File: src/rtl/rob_allocator.sv
// In-order reorder-buffer slot allocator: circular head/tail manager with
// two-wide allocate toward dispatch and two-wide free from in-order retire.
`ifndef NUM_IQ_ENTRIES_LOG2
`define NUM_IQ_ENTRIES_LOG2 5
`endif

module rob_allocator #(
  parameter int ADDR_WIDTH = `NUM_IQ_ENTRIES_LOG2
) (
  input  logic                  clk,
  input  logic                  reset,
  input  logic                  flush,
  input  logic                  dispatch_req0,
  input  logic                  dispatch_req1,
  output logic                  grant0,
  output logic                  grant1,
  output logic [ADDR_WIDTH-1:0] alloc_index0,
  output logic [ADDR_WIDTH-1:0] alloc_index1,
  output logic                  stall,
  input  logic                  retire0,
  input  logic                  retire1,
  output logic [ADDR_WIDTH-1:0] oldest0,
  output logic [ADDR_WIDTH-1:0] oldest1,
  output logic [ADDR_WIDTH:0]   count,
  output logic                  empty,
  output logic                  full
);

  localparam int                DEPTH   = 1 << ADDR_WIDTH;
  localparam logic [ADDR_WIDTH:0] DEPTH_C = (ADDR_WIDTH + 1)'(DEPTH);
  localparam logic [ADDR_WIDTH:0] ONE_C   = (ADDR_WIDTH + 1)'(1);
  localparam logic [ADDR_WIDTH:0] TWO_C   = (ADDR_WIDTH + 1)'(2);

  logic [ADDR_WIDTH-1:0] head_r;
  logic [ADDR_WIDTH-1:0] tail_r;
  logic [ADDR_WIDTH:0]   count_r;

  logic                  clear_s;
  logic [ADDR_WIDTH:0]   free_s;
  logic                  grant0_s;
  logic                  grant1_s;
  logic                  stall_s;
  logic [1:0]            na_s;
  logic [1:0]            nr_raw_s;
  logic [1:0]            nr_s;
  logic [ADDR_WIDTH-1:0] head_nxt_s;
  logic [ADDR_WIDTH-1:0] tail_nxt_s;
  logic [ADDR_WIDTH:0]   count_nxt_s;

  assign clear_s = reset | flush;
  // Free space comes only from registered count, so retire never feeds grant.
  assign free_s  = DEPTH_C - count_r;

  // Grant and stall decisions from registered occupancy and current requests.
  always_comb begin
    grant0_s = 1'b0;
    grant1_s = 1'b0;
    stall_s  = 1'b0;
    if (clear_s) begin
      grant0_s = 1'b0;
      grant1_s = 1'b0;
      stall_s  = 1'b0;
    end else begin
      grant0_s = dispatch_req0 && (free_s >= ONE_C);
      grant1_s = dispatch_req0 && dispatch_req1 && (free_s >= TWO_C);
      stall_s  = (dispatch_req0 && !grant0_s) ||
                 (dispatch_req0 && dispatch_req1 && !grant1_s);
    end
  end

  // Allocation/retire counts and next pointer state; retires clamp to occupancy.
  always_comb begin
    na_s        = {1'b0, grant0_s} + {1'b0, grant1_s};
    nr_raw_s    = {1'b0, retire0} + {1'b0, retire0 & retire1};
    nr_s        = nr_raw_s;
    head_nxt_s  = head_r;
    tail_nxt_s  = tail_r;
    count_nxt_s = count_r;
    if ((ADDR_WIDTH + 1)'(nr_raw_s) > count_r) begin
      nr_s = count_r[1:0];
    end else begin
      nr_s = nr_raw_s;
    end
    if (clear_s) begin
      head_nxt_s  = '0;
      tail_nxt_s  = '0;
      count_nxt_s = '0;
    end else begin
      head_nxt_s  = head_r + ADDR_WIDTH'(nr_s);
      tail_nxt_s  = tail_r + ADDR_WIDTH'(na_s);
      count_nxt_s = count_r + (ADDR_WIDTH + 1)'(na_s) - (ADDR_WIDTH + 1)'(nr_s);
    end
  end

  // Pointer and occupancy registers.
  always_ff @(posedge clk) begin
    if (reset) begin
      head_r  <= '0;
      tail_r  <= '0;
      count_r <= '0;
    end else begin
      head_r  <= head_nxt_s;
      tail_r  <= tail_nxt_s;
      count_r <= count_nxt_s;
    end
  end

  assign grant0       = grant0_s;
  assign grant1       = grant1_s;
  assign stall        = stall_s;
  assign alloc_index0 = tail_r;
  assign alloc_index1 = tail_r + ADDR_WIDTH'(1);
  assign oldest0      = head_r;
  assign oldest1      = head_r + ADDR_WIDTH'(1);
  assign count        = count_r;
  assign empty        = (count_r == '0);
  assign full         = (count_r == DEPTH_C);

endmodule

File: config.mk
export PLATFORM = sky130hd
export DESIGN_NAME = rob_allocator
export DESIGN_NICKNAME = d
export VERILOG_FILES = /design/src/rtl/rob_allocator.sv
export SDC_FILE = /design/constraint.sdc
export NUM_CORES = 1
export LEC_CHECK = 0
export ABC_AREA = 1
export BUFFER_PORTS_ARGS = -buffer_cell sky130_fd_sc_hd__buf_2
export CAP_MARGIN = 30
export CORE_MARGIN = 3
export CORE_UTILIZATION = 52
export DETAILED_ROUTE_END_ITERATION = 6
export HOLD_SLACK_MARGIN = 0.06
export PLACE_DENSITY = 0.84
export SYNTH_ARGS = -nofsm -noshare
export SYNTH_HDL_FRONTEND = slang
export SYNTH_SLANG_ARGS = --single-unit
File: constraint.sdc
create_clock -name clk -period 3.9 [get_ports clk]
set_input_delay 0.39 -clock clk [delete_from_list [all_inputs] [get_ports clk]]
set_output_delay 0.39 -clock clk [all_outputs]
set_load 0.01 [all_outputs]
==> impl_metrics.py <==
metrics = {
    "placement": {
        "hpwl_um": 2224,
        "place_congestion": 0.7955,
        "port_buffers": 37,
        "place_ws_ns": 0.5519,
    },
    "setup_path": {
        "worstSetupPathType": "reg2reg",
        "cp-startpoint": "count[1]$_SDFF_PP0_",
        "r2r_slack_ns": 0.55,
        "rr_worst_depth": 22,
        "cp.required_ns": 4.09,
        "r2r_start": "count[1]$_SDFF_PP0_",
        "crit_path_end": "count[4]$_SDFF_PP0_",
        "critPathArrivalTime_ns": 3.54,
        "endpoint_kind": "flop",
        "crit_fanout": 6,
        "startpoint_type": "flop",
        "r2r-end": "count[4]$_SDFF_PP0_",
    },
    "final_layout": {
        "mostFrequentLayoutCells": "inv_1 (39), buf_2 (37), ha_1 (23), nand2_1 (22), nor2_1 (19)",
        "fillCellCount": 211,
        "fin_util_pct": 68.43,
        "syn2layout_area_growth_pct": 19.28,
        "drive_above_1_share_pct": 22.73,
        "diodes": 0,
        "fin_nets": 255,
        "mostFrequentLayoutCell": "inv_1",
    },
    "sta": {
        "finClkSkew_ns": 0.003331,
        "setup_viol": 0,
        "fmax_mhz": 298.2,
        "slew_viol_final": 0,
        "rsz0062_at_grt": "false",
        "period_share_pct": 85.98,
        "finalWorstPathRequiredPeriod_ns": 3.353,
        "finalHoldViolCount": 0,
        "tightest_slew_ns": 0.3050,
        "fin_setup_tns_ns": 0,
        "setup_slack_ns": 0.5468,
        "slew_headroom_pct": 79.53,
    },
    "route": {
        "drtIter0Drc": 38,
        "wire_per_inst_um": 10.71,
        "via_per_inst": 4.839,
        "routed_wl_um": 2655,
        "final_antenna_net_count": 0,
        "drcViolationCount": 0,
        "firstDrtPassIters": 4,
        "vias": 1200,
    },
    "clock_network": {
        "ctsResizeCount": 0,
        "clk_pin_slew_ns": 0.10,
        "h-tree-depth": 1,
        "cts_tree": "built",
        "clockBufferDepth": 2,
        "cts_hold_buf": 0,
        "cts_sinks": 16,
        "cts_made_buffers": 3,
        "post_cts_buffers": 0,
        "ctsRootBufferMaster": "clkbuf_4",
        "insertion_delay_ns": 0.29,
    },
    "logic_synthesis": {
        "syn_area_um2": 1330,
        "synth-seq-area-share_pct": 24.08,
        "syn_inst": 179,
        "avgSynthCellArea_um2": 7.430,
        "synth_fp_nets": 213,
        "ys_seq_elements": 16,
        "synth_cell_type_count": 23,
        "ys_warn_count": 0,
    },
    "worst_hold_path": {
        "hold_class": "in2reg",
    },
    "pwr": {
        "clkPwrFrac_pct": 9.6,
        "ir_drop_v": 0.0004913,
        "seqPwrFrac_pct": 21.1,
        "swShare_pct": 51.21,
        "p_leak_nw": 0.9014,
        "p_sw_uw": 592.1,
        "p_int_uw": 564.2,
        "combPwrFrac_pct": 69.3,
        "powerDensity_nw_per_um2": 728.8,
    },
    "grt": {
        "grt_overflow": 0,
        "grt_pass1_vias": 1091,
        "grt.total_usage_pct": 18.26,
        "grt_pass1_wl_um": 4705,
        "grt_max_degree": 13,
        "antenna_found_initial": 0,
    },
    "die": {
        "start_util_pct": 57.37,
        "die_y_um": 56.58,
        "ioPinCount": 38,
        "fp.dieW_um": 56.58,
        "rows": 17,
        "die_area_um2": 3201,
        "coreArea_um2": 2318,
    },
    "outcome": {
        "status": "finished, final reports clean",
    },
    "flow_run": {
        "max_cap_violations": 0,
    },
}
## cells by family (layout without fill, tap and decap cells)
group                    Yosys count  after routing  share of synthesized area [%]
AND/OR/NAND/NOR                   64             64                          22.30
buffers and inverters             41             82                          11.85
adder cells (fa/ha/maj)           27             27                          27.66
AO/OA/AOI/OAI                     24             24                          9.502
flip-flops                        16             16                          24.08
XOR/XNOR                           7              7                          4.610
## metrics by stage
step           hold slack, ns  instance area, um2  total power, mW  instances
2_1_floorplan          0.5245                1330           0.8677        179
3_5_place_dp           0.5015                1550            1.057        244
3_3_place_gp           0.5020                1550            1.034        244
4_1_cts                0.5050                1587            1.171        248
6_report               0.5142                1587            1.156        248
5_1_grt                0.5433                1587            1.319        248
## per-layer routing
layer	up-vias	share of wire, %	global-route usage [%]
met3	7	6.7	2.989
met4	0	2.2	7.458
li1	644	-	-
met2	33	44	28.55
met1	516	47	24.75
met5	-	0	0
## worst min-delay path by stage
stage / from / endpoint / slack, ns / depth (start not counted)
CTS: flush / count[5]$_SDFF_PP0_ / 0.51 / 5
floorplan: alloc_index0[4]$_SDFF_PP0_ / alloc_index0[4]$_SDFF_PP0_ / 0.52 / 2
detailed placement: alloc_index0[4]$_SDFF_PP0_ / alloc_index0[4]$_SDFF_PP0_ / 0.50 / 2
global placement: alloc_index0[4]$_SDFF_PP0_ / alloc_index0[4]$_SDFF_PP0_ / 0.50 / 2
global route: flush / count[5]$_SDFF_PP0_ / 0.54 / 5
finish: flush / count[5]$_SDFF_PP0_ / 0.51 / 5
## cells in the mapped netlist, drive strengths merged
library cell	number	area share [%]
inv	39	11
nand2	26	8.5
ha	23	22
nor2	21	6.7
dfxtp	16	24
nand3	12	4.9
o21ai	12	4.5
a21oi	11	4.4
xor2	6	4.0
fa	4	6.0
nand4	4	1.9
buf	1	0.56
clkinv	1	0.28
nor3	1	0.38
o211ai	1	0.56
xnor2	1	0.66
## registers in the layout, indices dropped and copies added (netlist names)
name and cells:
alloc_index0 5, count 6, oldest0 5
## cell type report
type | instances | area (um2) | area share [%]
Multi-Input combinational cell | 122 | 852.1 | 53.71
Sequential cell | 16 | 320.3 | 20.19
Timing Repair Buffer | 38 | 192.7 | 12.15
Inverter | 40 | 150.1 | 9.464
Clock buffer | 4 | 36.28 | 2.287
Tap cell | 28 | 35.03 | 2.208
## power groups by stage
stage | sequential (mW) | clock, mW | combinational [mW]
after floorplan | 0.255 | 0 | 0.613
after global placement | 0.246 | 0 | 0.788
after detailed placement | 0.248 | 0 | 0.809
after CTS | 0.244 | 0.115 | 0.812
after global routing | 0.252 | 0.122 | 0.944
final | 0.244 | 0.111 | 0.801
## critical path, stage by stage (launching register included)
cell and delay [ns]:
dfxtp_1 0.48, inv_1 0.15, ha_1 0.24, inv_1 0.08, nand2_1 0.05, nand2_1 0.11
nand2_4 0.06, nor2_4 0.12, nand3_2 0.09, nand3_1 0.07, inv_1 0.05, ha_1 0.30
inv_1 0.05, ha_1 0.27, inv_1 0.04, ha_1 0.22, fa_1 0.39, nand2_1 0.07
inv_1 0.05, o21ai_1 0.11, nand2_1 0.08, o21ai_1 0.12, a21oi_1 0.05
Note: power is estimated with default switching activity, not from simulation.
